### config.mk
export PLATFORM = sky130hd
export DESIGN_NAME = reg_access_ctrl
export DESIGN_NICKNAME = d
export VERILOG_FILES = /design/src/rtl/reg_access_ctrl_pkg.sv /design/src/rtl/reg_access_ctrl_operand_forward_mux.sv /design/src/rtl/reg_access_ctrl.sv
export SDC_FILE = /design/constraint.sdc
export NUM_CORES = 1
export LEC_CHECK = 0
export BUFFER_PORTS_ARGS = -buffer_cell sky130_fd_sc_hd__buf_2
export CORE_MARGIN = 8
export CORE_UTILIZATION = 25
export DETAILED_ROUTE_END_ITERATION = 7
export SYNTH_ARGS = -nofsm -noshare
export SYNTH_HDL_FRONTEND = slang
export SYNTH_SLANG_ARGS = --single-unit
### constraint.sdc
create_clock -name clock -period 2.2 [get_ports clock]
set_clock_uncertainty 0.2 [all_clocks]
set_input_delay 0.44 -clock clock [delete_from_list [all_inputs] [get_ports clock]]
set_output_delay 0.44 -clock clock [all_outputs]
set_load 0.005 [all_outputs]
### src/rtl/reg_access_ctrl_pkg.sv
// rtl/reg_access_ctrl_pkg.sv - shared sizes and state encoding for the register access controller
package reg_access_ctrl_pkg;

  localparam int WORD_SIZE     = 8;
  localparam int REG_ADDR_SIZE = 3;
  localparam int REG_NUM       = 8;

  // IDLE: waiting for a request; READ: register file read in flight;
  // VALID: operands presented to execute.
  typedef enum logic [1:0] {
    IDLE  = 2'd0,
    READ  = 2'd1,
    VALID = 2'd2
  } state_t;

endpackage

### src/rtl/reg_access_ctrl_operand_forward_mux.sv
// rtl/reg_access_ctrl_operand_forward_mux.sv - per-operand priority select between live writeback, forwarded data and register file data
module reg_access_ctrl_operand_forward_mux #(
  parameter int WORD_SIZE = reg_access_ctrl_pkg::WORD_SIZE
) (
  input  logic                 wb_hit,
  input  logic [WORD_SIZE-1:0] wb_data,
  input  logic                 fwd_flag,
  input  logic [WORD_SIZE-1:0] fwd_data,
  input  logic [WORD_SIZE-1:0] rf_data,
  output logic [WORD_SIZE-1:0] data
);

  // A write landing this cycle is newest; a write seen at accept time beats
  // the register file, which returned the pre-write value.
  always_comb begin
    data = rf_data;
    if (wb_hit) begin
      data = wb_data;
    end else if (fwd_flag) begin
      data = fwd_data;
    end
  end

endmodule

### src/rtl/reg_access_ctrl.sv
// rtl/reg_access_ctrl.sv - register file access arbiter with writeback forwarding and operand handshake
module reg_access_ctrl #(
  parameter int WORD_SIZE     = reg_access_ctrl_pkg::WORD_SIZE,
  parameter int REG_ADDR_SIZE = reg_access_ctrl_pkg::REG_ADDR_SIZE
) (
  input  logic                     clock,
  input  logic                     reset_n,
  input  logic                     clear,
  input  logic                     dec_valid,
  output logic                     dec_ready,
  input  logic [REG_ADDR_SIZE-1:0] dec_rs1,
  input  logic [REG_ADDR_SIZE-1:0] dec_rs2,
  input  logic                     wb_valid,
  input  logic [REG_ADDR_SIZE-1:0] wb_addr,
  input  logic [WORD_SIZE-1:0]     wb_data,
  output logic                     op_valid,
  input  logic                     op_ready,
  output logic [WORD_SIZE-1:0]     op_a,
  output logic [WORD_SIZE-1:0]     op_b,
  output logic [REG_ADDR_SIZE-1:0] rf_num1,
  output logic [REG_ADDR_SIZE-1:0] rf_num2,
  output logic [WORD_SIZE-1:0]     rf_set_val,
  output logic                     rf_get_enable,
  output logic                     rf_set_enable,
  output logic                     rf_reset_enable,
  input  logic [WORD_SIZE-1:0]     rf_out1,
  input  logic [WORD_SIZE-1:0]     rf_out2
);

  import reg_access_ctrl_pkg::*;

  state_t                   state;
  state_t                   state_nxt;
  logic                     port_ok;
  logic                     accept;
  logic [REG_ADDR_SIZE-1:0] rs1_q;
  logic [REG_ADDR_SIZE-1:0] rs2_q;
  logic                     fwd1_q;
  logic                     fwd2_q;
  logic [WORD_SIZE-1:0]     fwd1_data_q;
  logic [WORD_SIZE-1:0]     fwd2_data_q;
  logic [WORD_SIZE-1:0]     op_a_q;
  logic [WORD_SIZE-1:0]     op_b_q;
  logic                     wb_hit1;
  logic                     wb_hit2;
  logic [WORD_SIZE-1:0]     mux_a;
  logic [WORD_SIZE-1:0]     mux_b;

  // num1 is shared: writeback owns it, so a read can only go out alongside
  // a write when both target the same register.
  assign port_ok = !wb_valid || (wb_addr == dec_rs1);

  assign wb_hit1 = wb_valid && (wb_addr == rs1_q);
  assign wb_hit2 = wb_valid && (wb_addr == rs2_q);

  assign rf_num1         = wb_valid ? wb_addr : dec_rs1;
  assign rf_num2         = dec_rs2;
  assign rf_set_val      = wb_data;
  assign rf_get_enable   = accept;
  assign rf_set_enable   = wb_valid && reset_n;
  assign rf_reset_enable = clear && reset_n;

  assign op_valid = (state == VALID);
  assign op_a     = op_a_q;
  assign op_b     = op_b_q;

  // State register.
  always_ff @(posedge clock or negedge reset_n) begin
    if (!reset_n) begin
      state <= IDLE;
    end else begin
      state <= state_nxt;
    end
  end

  // Next state, decode handshake and read strobe.
  always_comb begin
    state_nxt = state;
    dec_ready = 1'b0;
    case (state)
      IDLE: begin
        dec_ready = !clear && port_ok;
      end
      READ: begin
        state_nxt = VALID;
      end
      VALID: begin
        dec_ready = op_ready && !clear && port_ok;
        if (op_ready) begin
          state_nxt = IDLE;
        end
      end
      default: begin
        state_nxt = IDLE;
      end
    endcase
    dec_ready = dec_ready && reset_n;
    accept    = dec_valid && dec_ready;
    if (accept) begin
      state_nxt = READ;
    end
    if (clear) begin
      state_nxt = IDLE;
    end
  end

  reg_access_ctrl_operand_forward_mux #(.WORD_SIZE(WORD_SIZE)) u_mux_a (
    .wb_hit   (wb_hit1),
    .wb_data  (wb_data),
    .fwd_flag (fwd1_q),
    .fwd_data (fwd1_data_q),
    .rf_data  (rf_out1),
    .data     (mux_a)
  );

  reg_access_ctrl_operand_forward_mux #(.WORD_SIZE(WORD_SIZE)) u_mux_b (
    .wb_hit   (wb_hit2),
    .wb_data  (wb_data),
    .fwd_flag (fwd2_q),
    .fwd_data (fwd2_data_q),
    .rf_data  (rf_out2),
    .data     (mux_b)
  );

  // Request capture, operand load after the read, and in-place refresh of
  // held operands so they never go stale while execute stalls.
  always_ff @(posedge clock or negedge reset_n) begin
    if (!reset_n) begin
      rs1_q       <= '0;
      rs2_q       <= '0;
      fwd1_q      <= 1'b0;
      fwd2_q      <= 1'b0;
      fwd1_data_q <= '0;
      fwd2_data_q <= '0;
      op_a_q      <= '0;
      op_b_q      <= '0;
    end else if (clear) begin
      fwd1_q <= 1'b0;
      fwd2_q <= 1'b0;
      op_a_q <= '0;
      op_b_q <= '0;
    end else begin
      if (accept) begin
        rs1_q       <= dec_rs1;
        rs2_q       <= dec_rs2;
        fwd1_q      <= wb_valid && (wb_addr == dec_rs1);
        fwd2_q      <= wb_valid && (wb_addr == dec_rs2);
        fwd1_data_q <= wb_data;
        fwd2_data_q <= wb_data;
      end
      if (state == READ) begin
        op_a_q <= mux_a;
        op_b_q <= mux_b;
      end else if (state == VALID && !op_ready) begin
        if (wb_hit1) begin
          op_a_q <= wb_data;
        end
        if (wb_hit2) begin
          op_b_q <= wb_data;
        end
      end
    end
  end

endmodule

==> results of run 1 <==
logic make-up after synthesis:
family                    Yosys count  share of synthesized area
muxes                              50                      0.278
DFF                                34                      0.414
AOI/OAI and AO/OA                  25                      0.108
buffers and inverters              24                     0.0864
and+or+nand+nor                    19                     0.0633
xor gates and xnor gates           12                     0.0511
layer usage:
metal	wire [um]	up-vias	global-route usage	share of wire
met3	333	7	0.0348	0.058
met4	82	2	0.0392	0.014
met5	12	-	0	0.0021
li1	-	730	-	-
met2	2860	44	0.174	0.50
met1	2450	750	0.121	0.43
metrics by stage:
stage / worst slack, ns / std cells / total power [W] / util / instance area (sq um)
after floorplan: 0.215 / 164 / 0.000986 / - / 2060
after global placement: 0.0879 / 330 / 0.00110 / 0.304 / 2460
after detailed placement: 0.0469 / 330 / 0.00111 / 0.304 / 2460
after CTS: 0.129 / 342 / 0.00160 / 0.321 / 2590
after global routing: 0.0145 / 342 / 0.00168 / 0.321 / 2590
final: 0.144 / 342 / 0.00158 / 0.321 / 2590
sequential cells by signal, indices dropped and copies added (netlist names):
name	count
fwd1_q	1
fwd2_data_q	8
fwd2_q	1
op_a	8
op_b	8
rs1_q	3
rs2_q	3
state	2
placed cells by master, fill, tap and decap left out:
cell and count:
nor3_2 2, o2bb2ai_1 16, o21bai_1 1, inv_1 2
o41a_1 2, xor2_1 6, nand3_1 1, a21oi_1 2
buf_4 10, nor2_1 4, nor2b_1 2, xnor2_1 6
mux2_4 8, o21a_1 1, dlygate4sd3_1 4, nand4_1 1
nand4_2 1, and2_1 2, a21oi_4 1, clkbuf_8 6
nand4bb_1 1, nand3_2 1, nor4_1 2, o22ai_1 1
clkinvlp_4 1, mux2_2 25, nand2b_1 2, buf_2 73
o21bai_2 1, clkinv_2 1, mux2i_1 17, dfrtp_1 34
power by group:
group	internal, W	switching (W)	leakage (nW)	total (W)
sequential	0.000702	0.0000569	0.445	0.000759
clock	0.000252	0.000233	0.0472	0.000484
combinational	0.000193	0.000142	0.690	0.000336
total	0.00115	0.000432	1.18	0.00158
worst register-to-register path: stages (launching register included):
cell and delay, ns:
dfrtp_1 0.41, nand4bb_1 0.22, nor4_1 0.50, o21bai_1 0.32, o2bb2ai_1 0.23
cell type report:
type	instances	area (sq um)
fill	875	5500
inverter	2	7.51
tap	105	131
multi-input combinational	106	1030
clock inverter	2	12.5
timing repair buffer	87	480
sequential	34	851
clock buffer	6	82.6
final timing paths:
path	start	to	slack, ns	depth (start not counted)
min in group clock	wb_data[2]	fwd2_data_q[2]	0.23	2
hold / removal	reset_n	op_b[1]	0.01	2
hold reg to reg	op_a[2]	op_a[2]	0.29	1
setup reg to reg	state[0]	op_b[2]	0.24	4
setup / recovery	state[0]	rf_get_enable	0.14	4
max in group asynchronous	reset_n	op_b[4]	0.90	3
==> flow_summary.json, run 1 <==
{
  "run_status": "finished, final reports clean",
  "cp_slowest_cell": "dfrtp_1",
  "synth_edf_count": 0,
  "ys_ff_latch": 34,
  "hold_buffers": 4,
  "report.final.slew_viol_count": 0,
  "cts_buffer_depth": 2,
  "cp-end-kind": "output port",
  "worst-path-buf-inv": 1,
  "rsz0062_at_grt": "false",
  "worst_setup_path_start_kind": "register",
  "cap_violations": 0,
  "setup_tns_ns": 0,
  "synth_top_area_share": 0.414,
  "syn_nets": 203,
  "post_drt_via_cell_ratio": 4.48,
  "core_sq_um": 8090,
  "critPathMaxStageDelay_ns": 0.41,
  "overflow": 0,
  "via_count": 1533,
  "crit_chain": "nor2_1, nand4_2, a21oi_4, buf_2",
  "synth_common_cells": "34 x dfrtp_1, 25 x mux2_2, 17 x mux2i_1",
  "synthTopCellsByArea": "dfrtp_1 41%, mux2_2 14%, mux2i_1 8.3%",
  "synth_top_area_cell": "dfrtp_1",
  "drive_gt1_frac": 0.549,
  "grt_pass1_vias": 1660,
  "period_minus_slack_ns": 2.06,
  "final.period_utilization": 0.935,
  "synthCells": 164,
  "wirelength_mm": 5.75,
  "area_growth_pct": 26.1,
  "ys_warn_count": 0,
  "insertion_delay_ns": 0.28,
  "cp.arrival_ns": 1.42,
  "first_pass_iters": 4,
  "ctsResizeCount": 0,
  "cellPowerDensity_nw_per_um2": 609,
  "htreeDepth": 2,
  "synth.avg_cell_area_sq_um": 12.5,
  "rows": 33,
  "synth_area_sq_um": 2060,
  "max_slew_margin": 0.557,
  "cts_sinks": 34,
  "grt_pass1_wl_mm": 9.20,
  "grt.total_usage": 0.104,
  "dp_hpwl_mm": 4.45,
  "port_buffers": 73,
  "fp.dieW_um": 107,
  "die-area_sq_um": 11400,
  "critPathKind": "reg2out",
  "yosysSeqAreaShare": 0.414,
  "hold_ws_ns": 0.0130,
  "ir_drop_mv": 0.163,
  "start_util": 0.254,
  "grt_max_degree": 16,
  "path_max_fanout": 5,
  "die_h_um": 107,
  "antenna_found_initial": 1,
  "synth.most_common_cell": "dfrtp_1",
  "synth-main-ff-cell": "dfrtp_1",
  "cts_root_buf": "clkbuf_8",
  "clkTransAtPathRegs_ns": 0.08,
  "postCtsSetupRepairBufs": 0,
  "tightest_slew_ns": 0.663,
  "synthArstFlopShare": 1.00,
  "cp_top_family": "flip-flops",
  "route.detailed.drc": 0,
  "fmax_ghz": 0.486,
  "cts_tree": "done",
  "setup_violations": 0,
  "leakagePower_nw": 1.18,
  "drt-initial-drc-count": 32,
  "hold_viol": 0,
  "cts_buffers": 5,
  "gp_congestion": 0.779,
  "hold_class": "in2async",
  "worstPathRequired_ns": 1.56,
  "wl_per_cell_um": 16.8,
  "io_pins": 74,
  "antenna_cells": 0,
  "antenna_left": 0,
  "yosysUniqueCellTypes": 31,
  "nets": 275
}
No activity file was read; power rests on OpenSTA's default activity.
==> run 2, diff against run 1 <==
--- a/constraint.sdc
+++ b/constraint.sdc
@@ -3,3 +3,3 @@
 set_input_delay 0.44 -clock clock [delete_from_list [all_inputs] [get_ports clock]]
 set_output_delay 0.44 -clock clock [all_outputs]
-set_load 0.005 [all_outputs]
+set_load 0.01 [all_outputs]
==> flow_summary.json, run 2 (same netlist as run 1, synthesis figures left out) <==
{
  "leakagePower_nw": 1.19,
  "gp_congestion": 0.762,
  "tightest_slew_ns": 0.682,
  "wirelength_mm": 5.78,
  "drive_gt1_frac": 0.551,
  "mostFrequentLayoutCells": "73 x buf_2, 34 x dfrtp_1, 25 x mux2_2",
  "fmax_ghz": 0.477,
  "fp.dieW_um": 107,
  "path_max_fanout": 5,
  "htreeDepth": 2,
  "grt_use_met2": 0.169,
  "rsz0062_at_grt": "false",
  "cp-end-kind": "output port",
  "setup_tns_ns": 0,
  "antenna_left": 0,
  "start_util": 0.254,
  "clkTransAtPathRegs_ns": 0.08,
  "die-area_sq_um": 11400,
  "grt_use_met1": 0.121,
  "fin_area_sq_um": 2610,
  "crit_chain": "nor2_1, nand4_2, a21oi_4, buf_2",
  "report.final.slew_viol_count": 0,
  "ir_drop_mv": 0.253,
  "setup_violations": 0,
  "cp_slowest_cell": "dfrtp_1",
  "hold_viol": 0,
  "cellPowerDensity_nw_per_um2": 700,
  "n_fill_cell": 843,
  "wl_per_cell_um": 17.1,
  "overflow": 0,
  "power_w": 0.00183,
  "route.detailed.drc": 0,
  "cts_root_buf": "clkbuf_8",
  "period_minus_slack_ns": 2.10,
  "dp_hpwl_mm": 4.43,
  "worst-path-buf-inv": 1,
  "fin_ws_ns": 0.102,
  "insertion_delay_ns": 0.28,
  "grt_max_degree": 22,
  "worstPathRequired_ns": 1.56,
  "antenna_cells": 0,
  "core_sq_um": 8090,
  "io_pins": 74,
  "first_pass_iters": 4,
  "final.period_utilization": 0.953,
  "critPathMaxStageDelay_ns": 0.42,
  "rows": 33,
  "ctsResizeCount": 0,
  "grt.total_usage": 0.101,
  "critPathKind": "reg2out",
  "port_buffers": 73,
  "grt_pass1_vias": 1716,
  "grt_pass1_wl_mm": 9.09,
  "antenna_found_initial": 0,
  "cp_top_family": "flip-flops",
  "use_met3": 0.0288,
  "cap_violations": 0,
  "final_common_cell": "buf_2",
  "grt_busiest_layer": "met2",
  "run_status": "finished, final reports clean",
  "drt-initial-drc-count": 39,
  "cp.arrival_ns": 1.46,
  "nets": 272,
  "cts_tree": "done",
  "max_slew_margin": 0.545,
  "cts_buffer_depth": 2,
  "via_count": 1531,
  "hold_class": "in2async",
  "worst_setup_path_start_kind": "register",
  "die_h_um": 107,
  "dpl_cell_area_sq_um": 2450,
  "post_drt_via_cell_ratio": 4.52,
  "finalNonFillerCells": 339,
  "placed_cells": 329,
  "dp_slack_ns": 0.0338,
  "area_growth_pct": 27.1,
  "cts_buffers": 5,
  "cts_sinks": 34
}
-- run 2: timing repair --
action,CTS,global route
buffers inserted,0,0
hold endpoints to repair,4,0
hold buffers,2,0
-- run 2: stage by stage --
step	hold slack (ns)	utilization
floorplan	-0.0556	-
global placement	0.113	0.303
detailed placement	0.106	0.303
CTS	0.0583	0.323
global route	0.0776	0.323
finish	0.0488	0.323
-- run 2: path summary, 6_finish.rpt --
| path | depth (start not counted) | startpoint | slack, ns | end |
|---|---|---|---|---|
| max in group asynchronous | 3 | reset_n | 0.88 | fwd2_data_q[4] |
| hold reg to reg | 1 | op_a[2] | 0.29 | op_a[2] |
| hold / removal | 2 | reset_n | 0.05 | op_a[3] |
| setup reg to reg | 4 | state[0] | 0.21 | op_a[4] |
| setup / recovery | 4 | state[0] | 0.10 | rf_get_enable |
| min in group clock | 2 | dec_rs1[0] | 0.23 | rs1_q[0] |
-- run 2: cell type report --
type / count / area, sq um / area share
multi-input cells: 106 / 1030 / 0.393
flip-flops and latches: 34 / 851 / 0.326
repair buffers: 84 / 453 / 0.173
well taps: 105 / 131 / 0.0503
clock buffers: 6 / 82.6 / 0.0316
clock inverters: 2 / 60.1 / 0.0230
inverters: 2 / 7.51 / 0.00287
-- run 2: routing by layer --
metal | vias to the layer above | wire length [um]
li1 | 731 | -
met1 | 755 | 2560
met2 | 40 | 2800
met3 | 5 | 353
met4 | 0 | 65
met5 | - | 0
-- run 2: power breakdown --
part           internal (W)  switching (W)  leakage, nW  total (W)
Combinational      0.000190       0.000156        0.677   0.000347
Clock              0.000484       0.000241       0.0714   0.000725
Sequential         0.000702      0.0000564        0.445   0.000758
==> run 3, diff against run 2 <==
Settings changed: BUFFER_PORTS_ARGS -buffer_cell sky130_fd_sc_hd__buf_2 to unset, DONT_BUFFER_PORTS set to 1.
==> flow_summary.json, run 3 (same netlist as run 1, synthesis figures left out) <==
{
  "run_status": "finished, final reports clean",
  "post_drt_via_cell_ratio": 4.76,
  "wl_per_cell_um": 21.0,
  "port_buffers": 0,
  "antenna_found_initial": 2,
  "grt.total_usage": 0.0971,
  "worst_setup_path_start_kind": "register",
  "cts_buffer_depth": 2,
  "fmax_ghz": 0.482,
  "cp_slowest_cell": "dfrtp_1",
  "route.detailed.drc": 0,
  "io_pins": 74,
  "fp.dieW_um": 107,
  "report.final.slew_viol_count": 0,
  "antenna_left": 0,
  "drt-initial-drc-count": 51,
  "cts_buffers": 5,
  "die-area_sq_um": 11400,
  "insertion_delay_ns": 0.28,
  "first_pass_iters": 4,
  "die_h_um": 107,
  "drive_gt1_frac": 0.329,
  "power_w": 0.00146,
  "critPathKind": "reg2out",
  "combPwrFrac": 0.173,
  "cts_root_buf": "clkbuf_8",
  "hold_ws_ns": 0.0151,
  "area_growth_pct": 5.66,
  "ir_drop_mv": 0.189,
  "hold_viol": 0,
  "seqPwrFrac": 0.526,
  "overflow": 0,
  "setup_tns_ns": 0,
  "start_util": 0.254,
  "cp.arrival_ns": 1.44,
  "antenna_cells": 0,
  "htreeDepth": 2,
  "grt_pass1_vias": 1324,
  "cts_tree": "done",
  "cts_sinks": 34,
  "worstPathRequired_ns": 1.56,
  "cap_violations": 0,
  "postCtsSetupRepairBufs": 0,
  "via_count": 1238,
  "cp-end-kind": "output port",
  "gp_congestion": 0.695,
  "wirelength_mm": 5.47,
  "cellPowerDensity_nw_per_um2": 671,
  "final_common_cell": "dfrtp_1",
  "setup_violations": 0,
  "final.period_utilization": 0.944,
  "core_sq_um": 8090,
  "grt_max_degree": 35,
  "power.share.clock": 0.302,
  "period_minus_slack_ns": 2.08,
  "nets": 194,
  "rrSetupSlack_ns": 0.20,
  "mostFrequentLayoutCells": "34 x dfrtp_1, 25 x mux2_2, 17 x mux2i_1",
  "rows": 33,
  "dp_hpwl_mm": 4.04,
  "max_slew_margin": 0.453,
  "rsz0062_at_grt": "false",
  "critPathMaxStageDelay_ns": 0.43,
  "path_max_fanout": 12,
  "clkTransAtPathRegs_ns": 0.07,
  "tightest_slew_ns": 0.818,
  "sw_frac_of_total": 0.268,
  "internal_power_w": 0.00107,
  "hold_class": "in2reg",
  "p_sw_w": 0.000390,
  "crit_chain": "nor2_2, nand4_2, a21oi_4, buf_12",
  "leakagePower_nw": 0.825,
  "grt_pass1_wl_mm": 8.40
}
==> run 3: cell type report <==
| type | instances | area (sq um) |
|---|---|---|
| sequential | 34 | 851 |
| clock buffer | 6 | 72.6 |
| tap | 105 | 131 |
| clock inverter | 1 | 7.51 |
| fill | 862 | 5920 |
| multi-input combinational | 106 | 1030 |
| timing repair buffer | 6 | 72.6 |
| inverter | 2 | 7.51 |
==> run 3: per-layer routing <==
metal | wire (um) | up-vias | GRT usage
li1 | - | 573 | -
met1 | 2170 | 616 | 0.114
met2 | 2670 | 35 | 0.152
met3 | 519 | 10 | 0.0420
met4 | 85 | 4 | 0.0392
met5 | 21 | - | 0
==> run 3: what timing repair did <==
item | in CTS | in global routing
hold endpoints to repair | 34 | 0
gates resized for setup | 0 | 1
endpoints found under the setup margin | 0 | 1
hold buffers | 2 | 0
==> run 3: per-stage QoR <==
step | setup slack [ns] | std cells | utilization | area, sq um
after floorplan | 0.211 | 164 | - | 2060
after global placement | 0.242 | 251 | 0.255 | 2060
after CTS | 0.0798 | 260 | 0.268 | 2170
after global routing | 0.0146 | 260 | 0.269 | 2170
after detailed placement | 0.181 | 251 | 0.255 | 2060
final | 0.124 | 260 | 0.269 | 2170
==> run 3: final timing paths <==
path,startpoint,to,depth (start not counted)
min in group asynchronous,reset_n,op_b[1],2
max reg2reg,state[0],op_b[2],4
max in group asynchronous,reset_n,fwd1_q,2
min reg2reg,fwd2_data_q[7],fwd2_data_q[7],1
max,state[0],rf_get_enable,4
min,clear,state[1],1
==> run 3: power groups by stage <==
stage | clock [W] | sequential, W | combinational (W)
after floorplan | 0 | 0.000755 | 0.000242
after global placement | 0 | 0.000774 | 0.000233
after detailed placement | 0 | 0.000777 | 0.000236
after CTS | 0.000459 | 0.000766 | 0.000256
after global routing | 0.000484 | 0.000776 | 0.000274
final | 0.000440 | 0.000767 | 0.000252
==> run 3: critical path: cells and delay by family (launching register included) <==
kind	cells	cell delay (ns)
AOI/OAI and AO/OA	1	0.20
buffers and inverters	1	0.18
DFF	1	0.43
and+or+nand+nor	2	0.35
